## src/rtl/gpio_command_queue_pkg.sv

```systemverilog
`default_nettype none
// =====================================================================
// gpio_pkg : shared types and constants for the GPIO command queue
// Rev 1.0
// =====================================================================
package gpio_pkg;

   localparam int CMD_DATA_W = 16;
   localparam int CMD_REG_W  = 4;

   // Command word layout: [15:13] IOAddr, [12:10] Command, [9:0] payload
   localparam int IOADDR_MSB  = 15;
   localparam int IOADDR_LSB  = 13;
   localparam int COMMAND_MSB = 12;
   localparam int COMMAND_LSB = 10;

   localparam int CMDQ_TIMEOUT_CYCLES = 255;

   typedef struct packed {
      logic                  resp_req;
      logic [CMD_REG_W-1:0]  dest_reg;
      logic [CMD_DATA_W-1:0] data;
   } io_cmd_t;

   typedef enum logic [1:0] {
      IDLE  = 2'd0,
      ISSUE = 2'd1,
      STALL = 2'd2
   } cmdq_state_t;

endpackage
`default_nettype wire

```

## src/rtl/gpio_command_queue_if.sv

```systemverilog
`default_nettype none
// =====================================================================
// gpio_cmdq_if : core command, controller request and writeback channels
// Rev 1.0
// =====================================================================
interface gpio_cmdq_if #(
   parameter int DATA_WIDTH = 16,
   parameter int REG_WIDTH  = 4
);
   logic                  CmdValid;
   logic                  CmdReady;
   logic                  CmdResponseRequested;
   logic [REG_WIDTH-1:0]  CmdDestReg;
   logic [DATA_WIDTH-1:0] CmdData;

   logic                  IO_REQ;
   logic                  IO_CommandEn;
   logic                  IO_ResponseRequested;
   logic [REG_WIDTH-1:0]  IO_DestReg;
   logic [DATA_WIDTH-1:0] IO_Data;
   logic                  IO_ACK;
   logic                  IO_RegResponseFlag;
   logic [REG_WIDTH-1:0]  IO_DestRegRet;
   logic [DATA_WIDTH-1:0] IO_DataRet;

   logic                  RspValid;
   logic                  RspReady;
   logic [REG_WIDTH-1:0]  RspDestReg;
   logic [DATA_WIDTH-1:0] RspData;

   modport master (
      output CmdValid, CmdResponseRequested, CmdDestReg, CmdData,
      output IO_ACK, IO_RegResponseFlag, IO_DestRegRet, IO_DataRet, RspReady,
      input  CmdReady, IO_REQ, IO_CommandEn, IO_ResponseRequested, IO_DestReg, IO_Data,
      input  RspValid, RspDestReg, RspData
   );

   modport slave (
      input  CmdValid, CmdResponseRequested, CmdDestReg, CmdData,
      input  IO_ACK, IO_RegResponseFlag, IO_DestRegRet, IO_DataRet, RspReady,
      output CmdReady, IO_REQ, IO_CommandEn, IO_ResponseRequested, IO_DestReg, IO_Data,
      output RspValid, RspDestReg, RspData
   );
endinterface
`default_nettype wire

```

## src/rtl/gpio_command_queue_fifo.sv

```systemverilog
`default_nettype none
// =====================================================================
// gpio_cmd_fifo : DEPTH-entry circular buffer of io_cmd_t
// Rev 1.0
// =====================================================================
module gpio_cmd_fifo
   import gpio_pkg::*;
#(
   parameter int DEPTH = 4
) (
   input  logic                   clk,
   input  logic                   async_rst,
   input  logic                   push_i,
   input  io_cmd_t                wdata_i,
   input  logic                   pop_i,
   output io_cmd_t                head_o,
   output io_cmd_t                second_o,
   output logic                   full_o,
   output logic                   empty_o,
   output logic [$clog2(DEPTH):0] count_o
);
   localparam int            AW       = $clog2(DEPTH);
   localparam logic [AW:0]   FULL_CNT = (AW+1)'(DEPTH);

   io_cmd_t         mem_q [DEPTH];
   logic [AW-1:0]   wr_ptr_q;
   logic [AW-1:0]   rd_ptr_q;
   logic [AW-1:0]   rd_nxt;
   logic [AW:0]     count_q;

   // Caller guarantees push only when not full and pop only when not empty
   always_ff @(posedge clk or posedge async_rst) begin
      if (async_rst) begin
         for (int i = 0; i < DEPTH; i++) mem_q[i] <= '0;
         wr_ptr_q <= '0;
         rd_ptr_q <= '0;
         count_q  <= '0;
      end else begin
         if (push_i) begin
            mem_q[wr_ptr_q] <= wdata_i;
            wr_ptr_q        <= wr_ptr_q + 1'b1;
         end
         if (pop_i) rd_ptr_q <= rd_nxt;
         if (push_i && !pop_i)      count_q <= count_q + 1'b1;
         else if (pop_i && !push_i) count_q <= count_q - 1'b1;
      end
   end

   assign rd_nxt   = rd_ptr_q + 1'b1;
   assign head_o   = mem_q[rd_ptr_q];
   assign second_o = mem_q[rd_nxt];
   assign full_o   = (count_q == FULL_CNT);
   assign empty_o  = (count_q == '0);
   assign count_o  = count_q;
endmodule
`default_nettype wire

```

## src/rtl/gpio_command_queue.sv

```systemverilog
`default_nettype none
// =====================================================================
// gpio_command_queue : command FIFO, issue FSM and writeback slot ahead
// of the GPIO controller. Optional timeout: GPIO_CMDQ_TIMEOUT_EN. Rev 1.0
// =====================================================================
module gpio_command_queue
   import gpio_pkg::*;
#(
   parameter int DEPTH      = 4,
   parameter int DATA_WIDTH = 16,
   parameter int REG_WIDTH  = 4
) (
   input  logic                   clk,
   input  logic                   async_rst,
   input  logic                   clk_en,
   gpio_cmdq_if.slave             io,
   output logic [$clog2(DEPTH):0] QueueCount,
   output logic                   TimeoutFlag
);
   localparam int CW = $clog2(DEPTH) + 1;

   io_cmd_t               wr_cmd, head, second, nxt_head;
   logic                  full, empty;
   logic [CW-1:0]         count;
   cmdq_state_t           state_q;
   logic                  rsp_valid_q, rsp_valid_d;
   logic [REG_WIDTH-1:0]  rsp_dest_q;
   logic [DATA_WIDTH-1:0] rsp_data_q;
   logic                  push, complete, tmo_fire, pop, capture;
   logic                  nonempty_nxt, stall_nxt;

   assign wr_cmd.resp_req = io.CmdResponseRequested;
   assign wr_cmd.dest_reg = CMD_REG_W'(io.CmdDestReg);
   assign wr_cmd.data     = CMD_DATA_W'(io.CmdData);

   assign push     = io.CmdValid && !full && clk_en;
   assign complete = (state_q == ISSUE) && io.IO_ACK && clk_en;
   assign pop      = complete || tmo_fire;
   assign capture  = complete && io.IO_RegResponseFlag;

   assign rsp_valid_d = capture || (rsp_valid_q && !(io.RspReady && clk_en));

   gpio_cmd_fifo #(.DEPTH(DEPTH)) u_fifo (
      .clk      (clk),
      .async_rst(async_rst),
      .push_i   (push),
      .wdata_i  (wr_cmd),
      .pop_i    (pop),
      .head_o   (head),
      .second_o (second),
      .full_o   (full),
      .empty_o  (empty),
      .count_o  (count)
   );

   // Head as it will be after this edge, so the stall decision is made a cycle early
   always_comb begin
      nxt_head = head;
      if (pop)        nxt_head = (count > CW'(1)) ? second : wr_cmd;
      else if (empty) nxt_head = wr_cmd;
   end

   assign nonempty_nxt = pop ? ((count > CW'(1)) || push) : (!empty || push);
   assign stall_nxt    = nxt_head.resp_req && rsp_valid_d;

   always_ff @(posedge clk or posedge async_rst) begin
      if (async_rst) begin
         state_q <= IDLE;
      end else if (clk_en && ((state_q != ISSUE) || pop)) begin
         if (!nonempty_nxt)  state_q <= IDLE;
         else if (stall_nxt) state_q <= STALL;
         else                state_q <= ISSUE;
      end
   end

   always_ff @(posedge clk or posedge async_rst) begin
      if (async_rst) begin
         rsp_valid_q <= 1'b0;
         rsp_dest_q  <= '0;
         rsp_data_q  <= '0;
      end else begin
         rsp_valid_q <= rsp_valid_d;
         if (capture) begin
            rsp_dest_q <= io.IO_DestRegRet;
            rsp_data_q <= io.IO_DataRet;
         end
      end
   end

`ifdef GPIO_CMDQ_TIMEOUT_EN
   logic [7:0] tmo_cnt_q;
   logic       tmo_flag_q;

   assign tmo_fire = (state_q == ISSUE) && !io.IO_ACK && clk_en &&
                     (tmo_cnt_q == 8'(CMDQ_TIMEOUT_CYCLES - 1));

   always_ff @(posedge clk or posedge async_rst) begin
      if (async_rst) begin
         tmo_cnt_q  <= '0;
         tmo_flag_q <= 1'b0;
      end else if (clk_en) begin
         if ((state_q == ISSUE) && !io.IO_ACK && !tmo_fire) tmo_cnt_q <= tmo_cnt_q + 8'd1;
         else                                               tmo_cnt_q <= '0;
         if (tmo_fire) tmo_flag_q <= 1'b1;
      end
   end

   assign TimeoutFlag = tmo_flag_q;
`else
   assign tmo_fire    = 1'b0;
   assign TimeoutFlag = 1'b0;
`endif

   assign io.CmdReady             = !full;
   assign io.IO_REQ               = (state_q == ISSUE);
   assign io.IO_CommandEn         = (state_q == ISSUE);
   assign io.IO_ResponseRequested = head.resp_req;
   assign io.IO_DestReg           = REG_WIDTH'(head.dest_reg);
   assign io.IO_Data              = DATA_WIDTH'(head.data);
   assign io.RspValid             = rsp_valid_q;
   assign io.RspDestReg           = rsp_dest_q;
   assign io.RspData              = rsp_data_q;
   assign QueueCount              = count;
endmodule
`default_nettype wire

```

## src/flat_wrapper.sv

```systemverilog
// flat-port wrapper written by rule: the top's interface ports become plain ports
module gpio_command_queue_flat import gpio_pkg::*;
#(
   parameter int DEPTH      = 4,
   parameter int DATA_WIDTH = 16,
   parameter int REG_WIDTH  = 4
)
  (clk, async_rst, clk_en, QueueCount, TimeoutFlag, io_CmdValid, io_CmdResponseRequested, io_CmdDestReg, io_CmdData, io_IO_ACK, io_IO_RegResponseFlag, io_IO_DestRegRet, io_IO_DataRet, io_RspReady, io_CmdReady, io_IO_REQ, io_IO_CommandEn, io_IO_ResponseRequested, io_IO_DestReg, io_IO_Data, io_RspValid, io_RspDestReg, io_RspData);
  gpio_cmdq_if #(.DATA_WIDTH(DATA_WIDTH), .REG_WIDTH(REG_WIDTH)) io_i ();
  input  logic clk;
  input  logic async_rst;
  input  logic clk_en;
  output logic [$clog2(DEPTH):0] QueueCount;
  output logic TimeoutFlag;
  input wire logic [$bits(io_i.CmdValid)-1:0] io_CmdValid;
  input wire logic [$bits(io_i.CmdResponseRequested)-1:0] io_CmdResponseRequested;
  input wire logic [$bits(io_i.CmdDestReg)-1:0] io_CmdDestReg;
  input wire logic [$bits(io_i.CmdData)-1:0] io_CmdData;
  input wire logic [$bits(io_i.IO_ACK)-1:0] io_IO_ACK;
  input wire logic [$bits(io_i.IO_RegResponseFlag)-1:0] io_IO_RegResponseFlag;
  input wire logic [$bits(io_i.IO_DestRegRet)-1:0] io_IO_DestRegRet;
  input wire logic [$bits(io_i.IO_DataRet)-1:0] io_IO_DataRet;
  input wire logic [$bits(io_i.RspReady)-1:0] io_RspReady;
  output wire logic [$bits(io_i.CmdReady)-1:0] io_CmdReady;
  output wire logic [$bits(io_i.IO_REQ)-1:0] io_IO_REQ;
  output wire logic [$bits(io_i.IO_CommandEn)-1:0] io_IO_CommandEn;
  output wire logic [$bits(io_i.IO_ResponseRequested)-1:0] io_IO_ResponseRequested;
  output wire logic [$bits(io_i.IO_DestReg)-1:0] io_IO_DestReg;
  output wire logic [$bits(io_i.IO_Data)-1:0] io_IO_Data;
  output wire logic [$bits(io_i.RspValid)-1:0] io_RspValid;
  output wire logic [$bits(io_i.RspDestReg)-1:0] io_RspDestReg;
  output wire logic [$bits(io_i.RspData)-1:0] io_RspData;
  assign io_i.CmdValid = io_CmdValid;
  assign io_i.CmdResponseRequested = io_CmdResponseRequested;
  assign io_i.CmdDestReg = io_CmdDestReg;
  assign io_i.CmdData = io_CmdData;
  assign io_i.IO_ACK = io_IO_ACK;
  assign io_i.IO_RegResponseFlag = io_IO_RegResponseFlag;
  assign io_i.IO_DestRegRet = io_IO_DestRegRet;
  assign io_i.IO_DataRet = io_IO_DataRet;
  assign io_i.RspReady = io_RspReady;
  assign io_CmdReady = io_i.CmdReady;
  assign io_IO_REQ = io_i.IO_REQ;
  assign io_IO_CommandEn = io_i.IO_CommandEn;
  assign io_IO_ResponseRequested = io_i.IO_ResponseRequested;
  assign io_IO_DestReg = io_i.IO_DestReg;
  assign io_IO_Data = io_i.IO_Data;
  assign io_RspValid = io_i.RspValid;
  assign io_RspDestReg = io_i.RspDestReg;
  assign io_RspData = io_i.RspData;
  gpio_command_queue #(.DEPTH(DEPTH), .DATA_WIDTH(DATA_WIDTH), .REG_WIDTH(REG_WIDTH)) u_core (.clk(clk), .async_rst(async_rst), .clk_en(clk_en), .io(io_i), .QueueCount(QueueCount), .TimeoutFlag(TimeoutFlag));
endmodule
```

## config.mk

```make
export PLATFORM = sky130hd
export DESIGN_NAME = gpio_command_queue_flat
export DESIGN_NICKNAME = d
export VERILOG_FILES = /design/src/rtl/gpio_command_queue_pkg.sv /design/src/rtl/gpio_command_queue_if.sv /design/src/rtl/gpio_command_queue_fifo.sv /design/src/rtl/gpio_command_queue.sv /design/src/flat_wrapper.sv
export SDC_FILE = /design/constraint.sdc
export NUM_CORES = 1
export LEC_CHECK = 0
export BUFFER_PORTS_ARGS = -buffer_cell sky130_fd_sc_hd__buf_4
export CAP_MARGIN = 5
export CORE_MARGIN = 3
export CORE_UTILIZATION = 55
export DETAILED_ROUTE_END_ITERATION = 12
export PLACE_DENSITY = 0.84
export REMOVE_ABC_BUFFERS = 1
export SLEW_MARGIN = 20
export SYNTH_ARGS = -nofsm -noshare
export SYNTH_HDL_FRONTEND = slang
export SYNTH_SLANG_ARGS = --single-unit
```

## constraint.sdc

```tcl
create_clock -name clk -period 7.4 [get_ports clk]
set_clock_uncertainty 0.1 [all_clocks]
set_input_delay 1.48 -clock clk [delete_from_list [all_inputs] [get_ports clk]]
set_output_delay 1.48 -clock clk [all_outputs]
set_load 0.05 [all_outputs]
```

# Word-level counts from Yosys, hierarchy flattened
# Index checks and enable logic that the tools add are counted.
# classes
magnitude_cmp	5
reduce_logical	23
addsub	4
n_eq_ne	3
mux	17
bitwise_logic	3
# op_table
operator	n
2-to-1 mux 21 bit	8
binary-select mux 21 bit (select 2 bit)	2
bitwise mux 84 bit	1
demux 21 bit (select 2 bit)	1
logical AND 1 bit	12
>= comparator 3 bit, second input constant	3
inverter 2 -> 3 bit	3
2-to-1 mux 3 bit	2
logical NOT 1 bit	5
adder 2 x 1 -> 2 bit, second input constant	2
logical OR 1 bit	4
2-to-1 mux 2 bit	2
adder 3 x 1 -> 3 bit, second input constant	1
== test 3 bit, second input constant	1
greater-than comparator 3 x 1 -> 1 bit, second input constant	1
logical NOT 3 bit	1
less-than comparator 3 x 1 -> 1 bit, second input constant	1
subtractor 3 x 1 -> 3 bit, second input constant	1
== test 2 x 1 -> 1 bit, second input constant	1
!= test 2 x 1 -> 1 bit, second input constant	1
nonzero test 2 bit	1
2-to-1 mux 1 bit	1
# word_totals
regBits	114
input_bits	48

# Logic depth before layout (Yosys ltp)
# Gate-level depths: netlist (run 1).
# logic_depth
depth_word	10
ltp_mapped	9
depth_no_buf	8

# Hierarchy
# Synthesis (run 1) repeated with hierarchy kept, for this count alone.
# hier_totals
cells_unflattened	338
area_unflattened_um2	5696.7
# modules_own_cells
mod	area_each_um2	seq_area_each_um2	cells_per_inst	instances
gpio_cmd_fifo	4619.4	2277.2	264	1
gpio_command_queue	1077.3	575.6	74	1

# Worst setup path before layout (run 1)
# Ideal clock, no wire load.
# synth_path
path_type	register to output
startpoint	reg u_core.u_fifo.rd_ptr_q[1]
endpoint	out io_IO_Data[0]
path_stages_with_launch	5
required_ns	5.820
slack_ns	4.382
arrival_ns	1.438
path_cell_list	dfrtp_1 > buf_6 > buf_2 > buf_2 > mux4_2
# synth_via
elab_chain_len	4
# synth_rtl
item	line	rtl
from (decl)	gpio_command_queue_fifo.sv:27	logic [AW-1:0] rd_ptr_q;
from (signal assigned)	gpio_command_queue_fifo.sv:43	if (pop_i) rd_ptr_q <= rd_nxt;
inverter 2 -> 3 bit (not written as such)	gpio_command_queue_fifo.sv:50	assign head_o = mem_q[rd_ptr_q];
binary-select mux 21 bit (select 2 bit)	gpio_command_queue_fifo.sv:50	
2-to-1 mux 21 bit (not written as such) (2 in a row)	gpio_command_queue_fifo.sv:50	
to (decl)	flat_wrapper.sv:29	output wire logic [$bits(io_i.IO_Data)-1:0] io_IO_Data;
# No other way between the ends. The select of a mux whose other input is x is not followed.

# Worst setup path after layout (run 1)
# layout_path
startpoint	reg u_core.u_fifo.rd_ptr_q[1]
endpoint	out io_IO_Data[8]
# Same word-level chain as after synthesis.

==> results.yml, run 1 <==
status:
  status: "finished, final reports clean"
floorplanning:
  core_um2: 8810
  io_pins: 97
  die_x_um: 102
  initial_core_util_pct: 57.1
  die_h_um: 102
  rows: 34
  dieArea_um2: 10300
clocking:
  holdBufCountCts: 0
  root_buffer: "clkbuf_8"
  cts_tree: "yes"
  post_cts_buffers: 0
  cts.path.max_buffers: 2
  clk_transition_reported_paths_ps: 60
  ctsResizeCount: 0
  clkLatencyLatePin_ps: 510
  cts_buffers: 17
  ctsHtreeMaxLevel: 4
  cts.sinks: 114
setup_path:
  r2r_setup_slack_ps: 4620
  critical_path_class: "register to primary output"
  r2r_end: "u_core.u_fifo.mem_q[50]"
  r2r-start: "u_core.u_fifo.count_o[0]"
  cp.arrival_ps: 2160
  endpoint_kind: "primary output"
  start_kind: "register"
  ff2ff_path_depth: 6
  required_ps: 5820
  critPathMaxFanout: 21
logic_synthesis:
  synth_edf_count: 0
  async_reset_ff_share_pct: 100
  ys_seq_elements: 114
  synthSimpleGateAreaFrac_pct: 1.82
  synth_top_family_by_area: "multiplexers"
  yosysWarnings: 0
  netlist_instances: 317
  syn_avg_cell_area_um2: 15.9
  synth_xor_area_share_pct: 1.04
  synth_flop_cell: "dfrtp_1"
  synthAdderAreaFrac_pct: 2.24
  synth.mux.area_fraction_pct: 33.7
  synth_area_um2: 5030
  ys_types: 30
  synth_compound_area_share_pct: 1.59
  ys_seq_area_share_pct: 56.7
route:
  drc_errors: 0
  drt_iter0_markers: 76
  first_pass_iters: 4
  wl_per_cell_um: 18.4
  avgViaCountPerCell: 5.64
  wirelength_um: 9870
  num_vias: 3025
  postRouteAntennaNets: 0
global_route:
  track_usage_pct: 20.5
  grt-ovfl-total: 0
  grt_max_degree: 59
  antenna_found_initial: 0
  first_global_vias: 3343
  grt_pass1_wl_um: 16100
worst_hold_path:
  whs_path_depth: 1
  hold_path.class: "register to register"
  min-delay-start: "u_core.u_fifo.mem_q[29]"
  min_to: "u_core.u_fifo.mem_q[29]"
job:
  drv_cap: 0
timing:
  fmax_ghz: 0.268
  fin_crit_sh_pct: 50.5
  setup_viol: 0
  finalHoldViolCount: 0
  fin_setup_tns_ps: 0
  finalWorstSetupSlack_ps: 3660
  rsz0062_at_grt: "no"
  tightest_slew_ps: 1060
  timing.slew.headroom_pct: 28.9
  slew_viol_final: 0
  fin_crit_ps: 3740
place:
  dp_hpwl_um: 6300
  dpl_worst_slack_ps: 3800
  finalWeightedCongestion: 0.855
  port_buffers: 95
cells_and_area:
  drive_above_1_share_pct: 59.8
  diodes: 0
  fin_nets: 472
  area.growth.synth_to_final_pct: 26.6
## synth_stat cells, types with 3 or more instances
cell type	n	area [um2]
nand2_1	11	41.3
mux2_2	104	1170
inv_1	8	30.0
mux4_2	20	450
dfrtp_1	114	2850
buf_4	3	22.5
ha_1	9	113
xnor2_1	4	35.0
o21ai_0	3	15.0
buf_2	16	80.1
## final cells by class
class / count / area [um2]
sequential: 114 / 2850
fill: 561 / 2430
multi-input combinational: 175 / 2030
timing repair buffer: 99 / 747
clock buffer: 19 / 432
clock inverter: 13 / 138
tap: 108 / 135
inverter: 8 / 32.5
## worst max path at each step
stage | startpoint | endpoint
3_5_place_dp | clk_en | u_core.state_q[0]
4_1_cts | u_core.u_fifo.rd_ptr_q[1] | io_IO_Data[8]
6_report | u_core.u_fifo.rd_ptr_q[1] | io_IO_Data[8]
2_1_floorplan | async_rst | u_core.io.RspData[0]
3_3_place_gp | clk_en | u_core.state_q[0]
5_1_grt | u_core.u_fifo.rd_ptr_q[1] | io_IO_Data[8]
## cell usage in the layout (no fill, tap or decap), types with 2 or more instances in the layout
master and instances:
mux4_1 2, bufinv_16 2, clkinv_2 2, clkbuf_8 2, nand4_1 2, nor2_1 2
dfrtp_1 114, ha_1 9, mux2_2 104, o21ai_0 3, nand2_1 11, xor2_1 2
clkbuf_16 16, mux2i_1 2, buf_4 98, mux4_2 20, xnor2_1 4, inv_1 7
clkinvlp_4 9
## per-stage QoR
step | hold WS, ps | util, % | instances | cell area (um2)
2_1_floorplan | 366 | - | 297 | 4920
3_3_place_gp | 379 | 65.8 | 503 | 5790
3_5_place_dp | 387 | 65.8 | 503 | 5790
4_1_cts | 400 | 72.2 | 535 | 6360
5_1_grt | 418 | 72.4 | 536 | 6370
6_report | 395 | 72.4 | 536 | 6370
## kinds of logic (layout without fill, tap and decap cells)
family          count (synthesis)  after routing
buf+inv                        28            139
compound gates                 11             11
other cells                     1              1
simple gates                   20             20
flops                         114            114
mux                           128            128
fa+ha+maj                       9              9
xor+xnor                        6              6
## per-layer routing
metal | track usage (%) | share of wire (%) | vias to the layer above | wire length (um)
li1 | - | - | 1356 | -
met1 | 25.3 | 43 | 1554 | 4270
met2 | 33.8 | 49 | 110 | 4830
met3 | 8.13 | 7.0 | 5 | 694
met4 | 5.83 | 0.74 | 0 | 73
met5 | 0 | 0 | - | 0
## critical path, stage by stage, from the launching register on
cell     delay (ps)
dfrtp_1         410
buf_4           380
mux4_1          640
buf_4           210
## flip-flops by register name, indices dropped and copies added, names as in the netlist
name                    flops
u_core.u_fifo.count_o       3
u_core.u_fifo.rd_ptr_q      2
u_core.io.RspDestReg        4
u_core.io.RspData          16
u_core.io.RspValid          1
u_core.u_fifo.wr_ptr_q      2
u_core.u_fifo.mem_q        84
u_core.state_q              2
Power of run 1 is not shown: default switching activity piles up to over one toggle a cycle in this logic, so the estimate is an artifact.
==> run 2, diff against run 1 <==
==> constraint.sdc (replaced) <==
create_clock -name clk -period 3.82 [get_ports clk]
set_clock_uncertainty 0.1 [all_clocks]
set_input_delay 0.764 -clock clk [delete_from_list [all_inputs] [get_ports clk]]
set_output_delay 0.764 -clock clk [all_outputs]
set_load 0.05 [all_outputs]
==> run 2 against run 1 <==
Effect of this change: non-clock buffer count increased by 5; cell area increased by 0.63%; critical path depth did not move; via count up 2.0%; core utilization grew 0.45 points; count of clock-buffer cells in the layout down 2; sequential share of layout area down 0.28 points; final cell count is 0.93% higher; global-route usage up 1.3 points; die area stayed put; register-to-register slack got worse by 3200 ps; hold slack got worse by 79 ps; highest routed layer unchanged.
==> results.yml, run 2 (synthesis results as in run 1) <==
floorplanning:
  io_pins: 97
  initial_core_util_pct: 57.1
  core_um2: 8810
  die_x_um: 102
  rows: 34
  dieArea_um2: 10300
  die_h_um: 102
setup_path:
  critPathMaxFanout: 14
  cpLargestDelayFamily: "flip-flops"
  cp.arrival_ps: 2360
  endpoint_kind: "primary output"
  crit_chain: "buf_4 > mux4_2 > buf_4"
  crit_top_cell: "buf_4"
  crit_slowest_cell: "dfrtp_1"
  critical_path_class: "register to primary output"
  required_ps: 2960
  start_kind: "register"
  slowest_delay_ps: 700
  path_buf_inv: 2
cells_and_area:
  final_cell_mix: "dfrtp_1, mux2_2, buf_4"
  diodes: 0
  fillCellCount: 581
  largest_register_ffs: 84
  regMostFlops: "u_core.u_fifo.mem_q"
  drive_above_1_share_pct: 60.5
  fin_nets: 477
  area.growth.synth_to_final_pct: 27.4
  layout_commonest_cell: "dfrtp_1"
global_route:
  antenna_found_initial: 0
  first_global_vias: 3431
  grt-ovfl-total: 0
  grt_max_degree: 67
  grt_pass1_wl_um: 16900
  track_usage_pct: 21.9
place:
  dpl_worst_slack_ps: 1140
  port_buffers: 95
  dp_hpwl_um: 6960
  finalWeightedCongestion: 0.759
timing:
  tightest_slew_ps: 802
  slew_viol_final: 0
  timing.slew.headroom_pct: 46.5
  setup_viol: 0
  fin_hold_ws_ps: 316
  fin_crit_sh_pct: 84.3
  rsz0062_at_grt: "no"
  finalHoldViolCount: 0
  finalWorstSetupSlack_ps: 600
  fmax_ghz: 0.311
  fin_crit_ps: 3220
clocking:
  ctsHtreeMaxLevel: 4
  cts_buffers: 17
  post_cts_buffers: 0
  cts_tree: "yes"
  cts.sinks: 114
  cts.path.max_buffers: 2
  ctsResizeCount: 0
  holdBufCountCts: 0
  root_buffer: "clkbuf_8"
  clkLatencyLatePin_ps: 500
  clk_transition_reported_paths_ps: 60
status:
  status: "finished, final reports clean"
worst_hold_path:
  hold_path.class: "input port to asynchronous set/reset pin"
route:
  drc_errors: 0
  num_vias: 3085
  first_pass_iters: 5
  postRouteAntennaNets: 0
  wl_per_cell_um: 19.1
  drt_iter0_markers: 99
  wirelength_um: 10300
  avgViaCountPerCell: 5.70
job:
  drv_cap: 0
[run 2: cell count changes in the layout (fill, tap and decap cells not counted), sizes merged]
cell      previous run  this run
clkinvlp             9         4
inv                  8        10
clkinv               2         7
buf                 99       104
clkbuf              19        17
[run 2: per-layer routing]
layer	GRT usage, %	vias to the layer above	wire (um)
met4	7.46	0	127
met3	8.06	16	715
li1	-	1364	-
met5	0	-	0
met2	36.2	107	5230
met1	26.7	1598	4260
[run 2: cell type report]
type                            instances  area, um2  share of cell area (%)
Inverter                                8       32.5                   0.507
Tap cell                              108        135                    2.11
Timing Repair Buffer                  104        781                    12.2
Clock inverter                         15        161                    2.52
Clock buffer                           17        414                    6.46
Sequential cell                       114       2850                    44.5
Multi-Input combinational cell        175       2030                    31.7
[run 2: final timing paths]
kind | to | slack (ps) | depth (start not counted) | startpoint
max in group asynchronous | u_core.u_fifo.mem_q[29] | 2400 | 3 | async_rst
worst max register to register | u_core.u_fifo.mem_q[6] | 1420 | 7 | u_core.u_fifo.count_o[0]
worst min-delay path | u_core.u_fifo.mem_q[67] | 320 | 2 | async_rst
worst min register to register | u_core.u_fifo.mem_q[8] | 400 | 1 | u_core.u_fifo.mem_q[8]
worst max-delay path | io_IO_Data[15] | 600 | 3 | u_core.u_fifo.rd_ptr_q[1]
min in group clk | u_core.io.RspDestReg[1] | 390 | 2 | io_IO_DestRegRet[1]
[run 2: per-stage QoR]
step | util, % | cells | setup TNS, ps | instance area, um2
detailed placement | 66.3 | 509 | 0 | 5840
CTS | 72.8 | 541 | 0 | 6410
global placement | 66.3 | 509 | 0 | 5840
floorplan | - | 297 | -6810 | 4920
global route | 72.8 | 541 | 0 | 6410
finish | 72.8 | 541 | 0 | 6410
[run 2: worst reg2reg max path, delay by kind of cell (launching register included)]
family | cells | cell delay (ps)
adder cells (fa/ha/maj) | 1 | 200
buffers and inverters | 2 | 430
flip-flops | 1 | 450
multiplexers | 1 | 380
AND/OR/NAND/NOR | 3 | 700
Power of run 2 is left out for the same reason.
==> run 3, diff against run 2 <==
--- a/config.mk
+++ b/config.mk
@@ -5,6 +5,7 @@
 export SDC_FILE = /design/constraint.sdc
 export NUM_CORES = 1
 export LEC_CHECK = 0
+export ABC_AREA = 1
 export BUFFER_PORTS_ARGS = -buffer_cell sky130_fd_sc_hd__buf_4
 export CAP_MARGIN = 5
 export CORE_MARGIN = 3
==> constraint.sdc (replaced) <==
create_clock -name clk -period 3 [get_ports clk]
set_clock_uncertainty 0.1 [all_clocks]
set_input_delay 0.6 -clock clk [delete_from_list [all_inputs] [get_ports clk]]
set_output_delay 0.6 -clock clk [all_outputs]
set_load 0.05 [all_outputs]
==> run 3 against run 2 <==
Effect of this change: die area rose by 1.8%; flip-flop and latch count did not move; count of clock-buffer cells in the layout grew 5; synthesized cell count increased by 74%; non-clock buffer count is 5 lower.
==> results.yml, run 3 <==
logic_synthesis:
  synth_compound_area_share_pct: 15.3
  synthTopCellsByArea: "dfrtp_1, o21ai_0, nand2_1"
  ys_seq_area_share_pct: 55.6
  ys_types: 26
  netlist_instances: 553
  synth_top_family_by_area: "compound AO/OA/AOI/OAI gates"
  synth_top_cell_area_share_pct: 55.6
  ys_seq_elements: 114
  synthSimpleGateAreaFrac_pct: 14.4
  synth_top_cell_by_area: "dfrtp_1"
  synth_xor_area_share_pct: 0.854
  synth_flop_cell: "dfrtp_1"
  async_reset_ff_share_pct: 100
  syn_avg_cell_area_um2: 9.27
  synth.mux.area_fraction_pct: 5.78
  synthAdderAreaFrac_pct: 2.20
  synth_edf_count: 0
  yosysWarnings: 0
  synthTopCellsByCount: "nand2_1, o21ai_0, dfrtp_1"
  synth_area_um2: 5130
floorplanning:
  initial_core_util_pct: 57.7
  io_pins: 97
  rows: 34
  die_h_um: 103
  die_x_um: 103
  core_um2: 8890
  dieArea_um2: 10500
clocking:
  ctsResizeCount: 0
  ctsHtreeMaxLevel: 4
  cts.path.max_buffers: 2
  clkLatencyLatePin_ps: 520
  cts.sinks: 114
  post_cts_buffers: 0
  holdBufCountCts: 0
  cts_buffers: 17
  clk_transition_reported_paths_ps: 60
  root_buffer: "clkbuf_8"
  cts_tree: "yes"
timing:
  tightest_slew_ps: 769
  finalHoldViolCount: 0
  fin_crit_ps: 2830
  fmax_ghz: 0.354
  setup_viol: 0
  fin_crit_sh_pct: 94.2
  timing.slew.headroom_pct: 48.6
  slew_viol_final: 0
  fin_setup_tns_ps: 0
  rsz0062_at_grt: "no"
job:
  drv_cap: 0
place:
  finalWeightedCongestion: 0.772
  port_buffers: 95
  dp_hpwl_um: 7310
  placed_cells: 727
setup_path:
  path_buf_inv: 2
  crit_slowest_cell: "inv_1"
  required_ps: 2300
  cpLargestDelayFamily: "buffers and inverters"
  critPathMaxFanout: 23
  slowest_delay_ps: 500
  crit_chain: "inv_1 > o21ai_0 > o22ai_1 > buf_4"
  start_kind: "register"
  critical_path_class: "register to primary output"
  endpoint_kind: "primary output"
  cp.arrival_ps: 2130
cells_and_area:
  diodes: 0
  final_cell_mix: "nand2_1, o21ai_0, dfrtp_1"
  regMostFlops: "u_core.u_fifo.mem_q"
  fin_nets: 695
  area.growth.synth_to_final_pct: 25.5
  drive_above_1_share_pct: 24.7
  largest_register_ffs: 84
  fillCellCount: 642
  layout.cells.non_filler: 759
route:
  wirelength_um: 11700
  first_pass_iters: 5
  drt_iter0_markers: 250
  avgViaCountPerCell: 5.54
  drc_errors: 0
  postRouteAntennaNets: 0
  wl_per_cell_um: 15.5
  num_vias: 4205
global_route:
  first_global_vias: 4171
  track_usage_pct: 23.6
  grt_max_degree: 57
  grt_pass1_wl_um: 19400
  antenna_found_initial: 0
  grt-ovfl-total: 0
status:
  status: "finished, final reports clean"
worst_hold_path:
  hold_path.class: "input port to asynchronous set/reset pin"
## run 3: cell count changes in the layout (fill, tap and decap cells not counted), moves of 6 or more
cell	before	now
mux2_2	104	1
mux2_4	0	19
mux4_2	20	0
o22ai_1	1	20
buf_4	104	98
nand2_1	11	125
o21ai_0	3	125
nor2_1	2	48
inv_1	7	32
## run 3: routing by layer
layer	part of all wire, %	track usage (%)	vias to the layer above
met5	0	0	-
met4	1.5	7.77	0
met3	7.9	6.77	21
met2	49	38.0	158
met1	42	31.1	2041
li1	-	-	1985
## run 3: final cells by class
type	count	area [um2]	share of cell area, %
Clock inverter	10	106	1.65
Sequential cell	114	2850	44.3
Multi-Input combinational cell	370	1980	30.7
Inverter	36	138	2.14
Clock buffer	22	473	7.35
Tap cell	108	135	2.10
Timing Repair Buffer	99	756	11.7
## run 3: kinds of logic after synthesis
logic type | Yosys count
xor+xnor | 5
fa+ha+maj | 9
buf+inv | 69
compound gates | 151
mux | 20
flops | 114
other cells | 1
simple gates | 184
## run 3: worst register-to-register path, cell delays in order, from the launching register on
cell and delay, ps:
dfrtp_1 460, inv_1 120, ha_1 230, nand2_1 110
nand3_2 110, inv_2 150, nand2_2 460, nand2_1 220
o21ai_0 120
## run 3: final timing paths
check | start | end | slack, ps | depth (start not counted)
setup / recovery | u_core.u_fifo.rd_ptr_q[1] | io_IO_DestReg[3] | 170 | 4
hold / removal | async_rst | u_core.io.RspData[3] | 110 | 2
setup reg to reg | u_core.u_fifo.count_o[0] | u_core.u_fifo.mem_q[0] | 750 | 8
hold reg to reg | u_core.u_fifo.mem_q[29] | u_core.u_fifo.mem_q[29] | 380 | 2
max in group asynchronous | async_rst | u_core.u_fifo.mem_q[55] | 1980 | 3
min in group clk | io_IO_DataRet[2] | u_core.io.RspData[2] | 210 | 2
## run 3: through the flow
stage	util [%]	instance area, um2	hold WS [ps]	setup slack [ps]
3_3_place_gp	65.9	5860	361	799
2_1_floorplan	-	4960	348	-716
6_report	72.4	6440	109	173
5_1_grt	72.4	6440	152	83.3
3_5_place_dp	65.9	5860	368	712
4_1_cts	72.4	6440	137	175
Power of run 3 is left out for the same reason.
